**config.mk**
```make
export PLATFORM = sky130hd
export DESIGN_NAME = rr_arbiter4
export DESIGN_NICKNAME = d
export VERILOG_FILES = /design/src/rtl/rr_arbiter4.sv
export SDC_FILE = /design/constraint.sdc
export NUM_CORES = 1
export LEC_CHECK = 0
export CORE_MARGIN = 2
export CORE_UTILIZATION = 38
export DETAILED_ROUTE_END_ITERATION = 7
export PLACE_DENSITY = 0.75
export SYNTH_ARGS = -nofsm -noshare
export SYNTH_HDL_FRONTEND = slang
export SYNTH_SLANG_ARGS = --single-unit
```
**constraint.sdc**
```tcl
create_clock -name clk -period 2.3 [get_ports clk]
set_clock_uncertainty 0.15 [all_clocks]
set_input_delay 0.345 -clock clk [delete_from_list [all_inputs] [get_ports clk]]
set_output_delay 0.345 -clock clk [all_outputs]
set_load 0.005 [all_outputs]
```
**src/rtl/rr_arbiter4.sv**
```systemverilog
// rtl/rr_arbiter4.sv - Four-requester round-robin arbiter with registered one-hot and encoded grant
//
// Purpose : shares one resource between 4 requesters. Rotating priority starts
//           just after the most recent winner. A grant is held while its request
//           stays high. When a grant is released with others pending, a new winner
//           is chosen at the same edge, so there is no idle cycle between grants.
// Macro   : ARB_TIMEOUT_EN - when defined, a holder is forced off after MAX_HOLD
//           consecutive grant cycles if another requester is waiting.
// Ports   : clk       - rising-edge clock
//           rst       - synchronous active-high reset
//           req[3:0]  - level-sensitive requests, bit i = requester i
//           gnt[3:0]  - registered one-hot grant, 0000 when idle
//           gnt_idx   - registered encoded winner, valid when gnt_valid=1
//           gnt_valid - registered, high while any gnt bit is high

module rr_arbiter4 #(
    parameter int MAX_HOLD = 8
) (
    input  logic       clk,
    input  logic       rst,
    input  logic [3:0] req,
    output logic [3:0] gnt,
    output logic [1:0] gnt_idx,
    output logic       gnt_valid
);

    // Reject out-of-range hold limits at elaboration time.
    if (MAX_HOLD < 2 || MAX_HOLD > 255) begin : g_bad_max_hold
        $error("rr_arbiter4: MAX_HOLD must be in 2..255");
    end

    typedef enum logic {
        IDLE,
        GRANT
    } state_t;

    state_t     state;
    logic [1:0] last_idx;

`ifdef ARB_TIMEOUT_EN
    logic [7:0] hold_cnt;
    localparam logic [7:0] HOLD_LAST = 8'(MAX_HOLD - 1);
`endif

    // Rotating search: first set bit at or after last+1, wrapping around.
    function automatic logic [2:0] pick(input logic [3:0] r, input logic [1:0] last);
        logic       found;
        logic [1:0] idx;
        logic [1:0] cand;
        found = 1'b0;
        idx   = 2'd0;
        for (int k = 1; k <= 4; k++) begin
            cand = last + 2'(k);
            if (!found && r[cand]) begin
                found = 1'b1;
                idx   = cand;
            end
        end
        return {found, idx};
    endfunction

    logic [3:0] cand_req;
    logic [2:0] win;
    logic       hold_req;
    logic       others;
    logic       force_rel;

    always_comb begin
        // The current holder never takes part in a re-arbitration: either its
        // request has dropped or it is being forced off. In IDLE gnt is zero.
        cand_req = req & ~gnt;
        win      = pick(cand_req, last_idx);
        hold_req = (state == GRANT) && req[gnt_idx];
        others   = |cand_req;
`ifdef ARB_TIMEOUT_EN
        force_rel = hold_req && others && (hold_cnt == HOLD_LAST);
`else
        force_rel = 1'b0;
`endif
    end

    always_ff @(posedge clk) begin
        if (rst) begin
            state     <= IDLE;
            gnt       <= 4'b0000;
            gnt_idx   <= 2'b00;
            gnt_valid <= 1'b0;
            last_idx  <= 2'd3;
`ifdef ARB_TIMEOUT_EN
            hold_cnt  <= 8'd0;
`endif
        end else begin
            if (hold_req && !force_rel) begin
                // Keep the grant as is.
`ifdef ARB_TIMEOUT_EN
                // Limit reached with nobody waiting: restart the hold window.
                if (hold_cnt == HOLD_LAST) begin
                    hold_cnt <= 8'd0;
                end else begin
                    hold_cnt <= hold_cnt + 8'd1;
                end
`endif
            end else if (win[2]) begin
                state     <= GRANT;
                gnt       <= 4'b0001 << win[1:0];
                gnt_idx   <= win[1:0];
                gnt_valid <= 1'b1;
                last_idx  <= win[1:0];
`ifdef ARB_TIMEOUT_EN
                hold_cnt  <= 8'd0;
`endif
            end else begin
                state     <= IDLE;
                gnt       <= 4'b0000;
                gnt_idx   <= 2'b00;
                gnt_valid <= 1'b0;
            end
        end
    end

endmodule

```
After elaboration in Yosys (flattened, before gate mapping)
Cells that the tools add are included.
{ "totals": {"ff_bits": 9, "out_inout_bits": 7, "elab_cells": 45} }
{ "op_classes": {"magnitude_cmp": 5, "n_reduce_logical": 8, "mux": 21, "add_sub_neg": 3, "n_shift": 1, "n_bitwise": 3} }
{ "ops": {"columns": ["op", "count"], "rows": [
  ["$lt 2x3->1 const B", 5],
  ["$bmux 1 s2", 5],
  ["$mux 1", 10],
  ["$mux 2", 5],
  ["$add 2x2->2 const B", 2],
  ["$and 4x4->4", 1],
  ["$logic_and 1x1->1", 4],
  ["$mux 4", 1],
  ["$not 4->4", 1],
  ["$shl 1x2->4 const A", 1],
  ["$logic_not 1->1", 3],
  ["$add 2x1->2 const B", 1],
  ["$reduce_and 2->1", 1],
  ["$not 1->1", 1]
]} }

Depth between registers and ports, before layout
Gate-level depths: netlist (run 1).
{ "logic_depth": {"depth_word": 16, "ltp_mapped": 5, "ltp_nobuf": 5} }

Least setup slack after synthesis (run 1)
Ideal clock, no wire load.
{ "synth_path": {"path_kind": "register -> register", "from": "reg gnt_idx[0]", "to": "reg last_idx[0]", "n_path_buf": 0, "setup_ns": 0.120, "slack_ns": 0.634, "arrival_time_ns": 1.396, "stages_incl_launch_ff": 5, "synth_period_minus_slack_ns": 1.666, "t_required_ns": 2.030, "path_cell_list": "dfxtp_1 > mux2_4 > o2bb2ai_4 > or2_4 > a211o_1"} }
{ "synth_between": {"elab_chain_len": 5} }
{ "synth_lines": {"columns": ["item", "line", "rtl"], "rows": [
  ["start: declaration", "23", "output logic [1:0] gnt_idx,"],
  ["start signal: assignment", "106", "gnt_idx <= win[1:0];"],
  ["$bmux 1 s2", "73", "hold_req = (state == GRANT) && req[gnt_idx];"],
  ["$mux 1 (implied by the code)", "73", null],
  ["$logic_and 1x1->1", "73", null],
  ["$not 1->1 (no source line)", null, null],
  ["$reduce_and 2->1 (no source line)", null, null],
  ["end signal: assignment", "108", "last_idx <= win[1:0];"],
  ["end: declaration", "38", "logic [1:0] last_idx;"]
]} }
Every way passes these cells. The select of a mux whose other input is x is not followed.
A chain may end at the register's enable or synchronous reset.

Final worst setup path (run 1)
{ "layout_path": {"from": "in req[3]", "to": "reg last_idx[0]"} }
{ "layout_between": {"elab_chain_len": 14, "elab_cells_between_ends": 28} }
{ "layout_lines": {"columns": ["item", "line", "rtl"], "rows": [
  ["start: declaration", "21", "input logic [3:0] req,"],
  ["$and 4x4->4", "71", "cand_req = req & ~gnt;"],
  ["$bmux 1 s2", "54", "if (!found && r[cand]) begin"],
  ["$mux 1 (implied by the code)", "54", null],
  ["$mux 1", "54", null],
  ["$logic_not 1->1", "54", null],
  ["$logic_and 1x1->1", "54", null],
  ["$mux 1", "54", null],
  ["$logic_not 1->1", "54", null],
  ["$logic_and 1x1->1", "54", null],
  ["$mux 1", "54", null],
  ["$logic_not 1->1", "54", null],
  ["$logic_and 1x1->1", "54", null],
  ["$mux 1", "54", null],
  ["$reduce_and 2->1 (no source line)", null, null]
]} }
Parallel ways exist; a longest one is shown, timed or not. The select of a mux whose other input is x is not followed.

==> impl_results.md, run 1 <==
- Mapped Nets: 64
- Largest net degree at the start of global routing: 12
- Max Cap Violations: 0
- Combined flip-flop and latch cell area: 180.2 um^2
- Number of buffers and inverters on the critical path: 1
- Antenna violations before repair: 0
- Max frequency: 538.0 MHz
- Chip width: 40.74 um
- Status: completed
- Number of hold buffers added after cts: 0
- Setup TNS: 0 ns
- Number of DRC markers after the initial detailed-route iteration: 12
- Commonest cells after routing, fill and taps aside: clkdlybuf4s50_1 (12), dfxtp_1 (9), a21oi_1 (7)
- Slowest stage cell on the critical path: clkdlybuf4s50_1
- Per-cell via count in the routed design: 5.652
- Number of global-route vias before repair: 452
- Combinational Power Share: 0.424
- Clock insertion delay at the later pin of the skew report: 0.26 ns
- Final weighted congestion in routability-driven placement: 0.8132
- Chip height: 40.74 um
- Fin area: 683.2 um^2
- Setup violations, final: 0
- Register area share after synthesis: 0.3512
- Overall die area: 1660 um^2
- Detailed placer's ending HPWL: 949.3 um
- Switching part of the total power: 0.3538
- Crit-path leading delay family: compound AO/OA/AOI/OAI gates
- Clock Sinks: 9
- Post-CTS resize count: 0
- Int Power: 395.7 uW
- Combined global-route utilization of all metal layers: 0.1721
- Clk buf depth: 2
- Largest fanout of any net on the critical path: 4
- Main synth FF type: dfxtp_1
- Number of antenna repair diodes: 0
- Via count: 503
- Share of cells above drive strength 1: 0.1486
- Clock network fraction of design power: 0.202
- Warning count from the yosys run: 0
- Wire length of the first global-routing pass: 1814 um
- Fraction of registers with async set/reset: 0
- Root buffer selected by CTS: clkbuf_4
- Final Routed Wirelength: 1213 um
- Yosys reg bits: 9
- Gate Count Post-Synth: 58
- Crit path time final: 1.859 ns
- Post-Syn Area per Cell: 8.845 um^2
- Unrepaired setup endpoints after global routing: no
- Cell breakdown of the critical path: clkdlybuf4s50_1 -> and4bb_2 -> a21oi_1 -> o211a_1 -> nor2_1 -> a211o_1
- Actual slew at the worst max-slew pin: 0.3720 ns
- Critical path required time: 2.31 ns
- Detailed-route DRC error count: 0
- Number of top-level design ports: 13
- Routed Antenna Nets: 0
- Number of enable-type register cells in the synthesized netlist: 0
- Global route total overflow: 0
- Placeable core region: 1285 um^2
- Relative max-transition margin: 0.7505
- Crit start category: primary input
- Setup crit end kind: flip-flop
- Cell Pwr Density: 896.4 nW/um^2
- Final period util: 0.8081
- Critical path type: in -> reg
- Number of filler instances in the final layout: 133
- Leading cell type in the layout, fill and taps excluded: clkdlybuf4s50_1
- Initial cell density of the core: 0.3992
- Pleak: 0.2603 nW
- Part of the power in registers: 0.374
- Maximum single-stage delay on the critical path: 0.48 ns
- Maximum resistive drop on vdd: 0.0003703 V
- Post-Syn Area: 513.0 um^2
- Number of buffer cells added on primary ports: 12
- Number of nets at the end of the flow: 81
- Iteration count of the initial detailed-routing pass: 4
- Number of rows in the core area: 13
- H-tree levels: 1
- Routed wire length per instance: 13.63 um
- Post-CTS setup buffer count: 0
- Worst Path Arrival: 1.87 ns
- Count of cell types in the netlist: 26
- Final Core Density: 0.5316
- Switching power total: 216.7 uW
- Layout Area Growth over Synthesis: 33.17%
- Class of the tightest hold or removal check: reg -> reg
- Number of endpoints with negative hold slack in the final report: 0
- Placed Area: 655.6 um^2
- Area taken by multi-input logic gates: 317.8 um^2
- Count of final max-slew check failures: 0
- TritonCTS buffer count: 3
- CTS clock-pin slew for the worst setup and hold paths: 0.07 ns
- Clock tree from TritonCTS: built
## registers in the layout, indices dropped and copies added, names as in the netlist
name and count:
last_idx 2, gnt_idx 2, gnt 4, state 1
## metal layers
layer	routed length (um)	track usage	vias up	part of all wire
met1	551	0.1848	234	0.45
met2	588	0.2937	20	0.48
met5	0	0	-	0
met3	59	0.04348	2	0.049
met4	14	0.1167	0	0.012
li1	-	-	247	-
## cell usage after synthesis (2+ instances only)
cell type	n	area [um^2]
dfxtp_1	9	180.2
nor2_1	4	15.01
a21oi_1	7	35.03
o21ai_0	2	10.01
nand2_1	4	15.01
nand2b_1	4	25.02
nor2b_1	3	18.77
inv_1	3	11.26
nand3_1	3	15.01
a2bb2oi_1	2	17.52
o31ai_1	2	15.01
## power by group through the flow
| stage | sequential, mW | clock [mW] | combinational, mW |
|---|---|---|---|
| after floorplan | 0.225 | 0 | 0.165 |
| after global placement | 0.230 | 0 | 0.254 |
| after detailed placement | 0.232 | 0 | 0.259 |
| after CTS | 0.229 | 0.126 | 0.261 |
| after global routing | 0.235 | 0.136 | 0.288 |
| final | 0.229 | 0.124 | 0.259 |
## cell type report
| cell class | instances | share of cell area |
|---|---|---|
| repair buffers | 13 | 0.1868 |
| clock inverters | 1 | 0.007326 |
| clock buffers | 3 | 0.03297 |
| multi-input cells | 45 | 0.4652 |
| well taps | 15 | 0.02747 |
| inverters | 3 | 0.01648 |
| flip-flops and latches | 9 | 0.2637 |
## logic make-up after synthesis
kind of cell,after synthesis,share of synthesized area
flip-flops,9,0.3512
buffers and inverters,4,0.02926
multiplexers,2,0.04877
AND/OR/NAND/NOR,23,0.2536
AO/OA/AOI/OAI,20,0.3171
## metrics by stage
| stage | hold WS (ns) | total power [mW] | instances | worst slack [ns] |
|---|---|---|---|---|
| 2_1_floorplan | 0.3114 | 0.3897 | 58 | 0.6340 |
| 3_3_place_gp | 0.3263 | 0.4841 | 85 | 0.1887 |
| 3_5_place_dp | 0.3292 | 0.4911 | 85 | 0.1681 |
| 4_1_cts | 0.3376 | 0.6153 | 89 | 0.4401 |
| 5_1_grt | 0.3462 | 0.6598 | 89 | 0.3195 |
| 6_report | 0.3323 | 0.6124 | 89 | 0.4413 |
## worst paths after layout
kind	start	endpoint	slack (ns)	cells past startpoint
max reg2reg	gnt_idx[0]$_SDFFE_PP0N_	last_idx[0]$_SDFFE_PP1P_	0.54	4
min reg2reg	gnt[1]$_SDFFE_PP0N_	gnt[1]$_SDFFE_PP0N_	0.33	2
min	gnt[1]$_SDFFE_PP0N_	gnt[1]$_SDFFE_PP0N_	0.33	2
max	req[3]	last_idx[0]$_SDFFE_PP1P_	0.44	6
## worst reg2reg max path, delay by kind of cell (launching register included)
| kind | cells | cell delay (ns) |
|---|---|---|
| compound gates | 2 | 0.44 |
| mux | 1 | 0.35 |
| flops | 1 | 0.43 |
| simple gates | 1 | 0.28 |
Power figures use the tool's default switching activity.
==> inputs of run 2 (changes only) <==
==> constraint.sdc (replaced) <==
create_clock -name clk -period 1.9 [get_ports clk]
set_clock_uncertainty 0.15 [all_clocks]
set_input_delay 0.285 -clock clk [delete_from_list [all_inputs] [get_ports clk]]
set_output_delay 0.285 -clock clk [all_outputs]
set_load 0.005 [all_outputs]
==> run 2 against run 1 <==
Design area increased by 9.7%; highest routed layer unchanged; sequential power increased by 21%; routed wire length increased by 13%; largest cell class unchanged.
==> impl_results.md, run 2 (synthesis gave the netlist of run 1 again) <==
- Setup violations, final: 0 (unchanged)
- Setup crit end kind: flip-flop (unchanged)
- Critical path type: in -> reg (unchanged)
- Number of rows in the core area: 13 (unchanged)
- Number of hold buffers added after cts: 0 (unchanged)
- Number of filler instances in the final layout: 128 (was 133)
- Clock insertion delay at the later pin of the skew report: 0.26 ns (about the same)
- Status: completed (unchanged)
- Cell breakdown of the critical path: clkdlybuf4s50_1 -> nor2b_1 -> a2111oi_2 -> or2_4 -> nor2_1 -> a211o_1 (was clkdlybuf4s50_1 -> and4bb_2 -> a21oi_1 -> o211a_1 -> nor2_1 -> a211o_1)
- Number of global-route vias before repair: 473 (was 452)
- Setup TNS: 0 ns (unchanged)
- Final Routed Wirelength: 1368 um (was 1213 um)
- Final period util: 0.9429
- Worst Path Arrival: 1.80 ns (was 1.87 ns)
- Share of cells above drive strength 1: 0.2289 (was 0.1486)
- Post-CTS setup buffer count: 0 (unchanged)
- Clk buf depth: 2 (unchanged)
- Crit start category: primary input (unchanged)
- Leading cell type in the layout, fill and taps excluded: clkdlybuf4s50_1 (unchanged)
- Via count: 514 (was 503)
- Placeable core region: 1285 um^2 (unchanged)
- Clock Sinks: 9 (unchanged)
- Unrepaired setup endpoints after global routing: no (unchanged)
- Number of endpoints with negative hold slack in the final report: 0 (unchanged)
- Relative max-transition margin: 0.7539 (was 0.7505)
- Number of top-level design ports: 13 (unchanged)
- Number of nets at the end of the flow: 90 (was 81)
- Class of the tightest hold or removal check: reg -> reg (unchanged)
- Antenna violations before repair: 0 (unchanged)
- Number of antenna repair diodes: 0 (unchanged)
- Pleak: 0.3018 nW (was 0.2603 nW)
- Final weighted congestion in routability-driven placement: 0.7639 (was 0.8132)
- Detailed placer's ending HPWL: 1055 um (was 949.3 um)
- Largest register by flop count: gnt (unchanged)
- Routed wire length per instance: 13.96 um (was 13.63 um)
- Wire length of the first global-routing pass: 2042 um (was 1814 um)
- Largest fanout of any net on the critical path: 4 (unchanged)
- Crit-path leading delay family: compound AO/OA/AOI/OAI gates (unchanged)
- Fin area: 749.5 um^2 (was 683.2 um^2)
- Maximum resistive drop on vdd: 0.0004858 V (was 0.0003703 V)
- Largest net degree at the start of global routing: 8 (was 12)
- Iteration count of the initial detailed-routing pass: 4 (unchanged)
- Maximum single-stage delay on the critical path: 0.42 ns (was 0.48 ns)
- Routed Antenna Nets: 0 (unchanged)
- Placed instance count: 94 (was 85)
- Overall power after layout: 797.7 uW (was 612.4 uW)
- Non-filler cells, final: 98 (was 89)
- Overall die area: 1660 um^2 (unchanged)
- Max Cap Violations: 0 (unchanged)
- Crit path time final: 1.791 ns
- Slowest stage cell on the critical path: clkdlybuf4s50_1 (unchanged)
- Detailed-route DRC error count: 0 (unchanged)
- Placed Area: 723.2 um^2 (was 655.6 um^2)
- Registers with the most flip-flops: gnt (4), gnt_idx (2), last_idx (2) (unchanged)
- Number of DRC markers after the initial detailed-route iteration: 17 (was 12)
- Chip height: 40.74 um (unchanged)
- Actual slew at the worst max-slew pin: 0.3685 ns (was 0.3720 ns)
- Clock tree from TritonCTS: built (unchanged)
- Number of buffer cells added on primary ports: 12 (unchanged)
- Hold slack: 0.3265 ns (was 0.3323 ns)
- CTS clock-pin slew for the worst setup and hold paths: 0.07 ns (about the same)
- Global route total overflow: 0 (unchanged)
- Combined global-route utilization of all metal layers: 0.1964 (was 0.1721)
- Critical path required time: 1.91 ns (was 2.31 ns)
- Initial cell density of the core: 0.3992 (unchanged)
- Chip width: 40.74 um (unchanged)
- Cell Pwr Density: 1064 nW/um^2 (was 896.4 nW/um^2)
- Count of final max-slew check failures: 0 (unchanged)
- Post-CTS resize count: 0 (unchanged)
- Number of buffers and inverters on the critical path: 1 (unchanged)
- Per-cell via count in the routed design: 5.245 (was 5.652)
- H-tree levels: 1 (unchanged)
- Layout Area Growth over Synthesis: 46.10% (was 33.17%)
- Max reg flops: 4 (unchanged)
- Root buffer selected by CTS: clkbuf_4 (unchanged)
- Max frequency: 558.2 MHz
- TritonCTS buffer count: 3 (unchanged)
- Commonest cells after routing, fill and taps aside: clkdlybuf4s50_1 (12), buf_4 (10), dfxtp_1 (9) (was clkdlybuf4s50_1 (12), dfxtp_1 (9), a21oi_1 (7))
==> run 2: tightest hold or removal path, cell delays in order, from the launching register on <==
cell     delay, ns
dfxtp_1       0.33
nand2_1       0.06
a21oi_1       0.05
==> run 2: cell type report <==
| type | count | area (um^2) | area share |
|---|---|---|---|
| tap | 15 | 18.77 | 0.02504 |
| sequential | 9 | 180.2 | 0.2404 |
| inverter | 3 | 11.26 | 0.01503 |
| multi-input combinational | 45 | 317.8 | 0.4240 |
| timing repair buffer | 22 | 195.2 | 0.2604 |
| clock buffer | 4 | 26.28 | 0.03506 |
==> run 2: worst paths after layout <==
path | to | depth (start not counted) | slack [ns] | from
max | last_idx[0]$_SDFFE_PP1P_ | 6 | 0.11 | req[2]
max reg2reg | last_idx[0]$_SDFFE_PP1P_ | 4 | 0.16 | gnt_idx[0]$_SDFFE_PP0N_
min reg2reg | gnt[1]$_SDFFE_PP0N_ | 2 | 0.33 | gnt[1]$_SDFFE_PP0N_
min | gnt[1]$_SDFFE_PP0N_ | 2 | 0.33 | gnt[1]$_SDFFE_PP0N_
==> run 2: layer usage <==
metal	vias up	global-route usage	part of all wire
met5	-	0	0
met4	0	0.1500	0.011
met3	2	0.03261	0.018
met2	14	0.3333	0.50
met1	237	0.2157	0.47
li1	261	-	-
==> run 2: where the power goes <==
part           switching [mW]  leakage, nW  total (mW)  internal (mW)
combinational           0.158        0.212       0.368          0.209
clock                  0.0713       0.0150       0.152         0.0811
sequential             0.0463       0.0744       0.278          0.231
total                   0.276        0.302       0.798          0.522
==> run 2: metrics by stage <==
step           setup WS [ns]  utilization
5_1_grt              0.03421       0.5833
3_5_place_dp         -0.1467       0.5628
4_1_cts               0.1213       0.5833
3_3_place_gp         -0.1202       0.5628
2_1_floorplan         0.2340            -
6_report              0.1086       0.5833
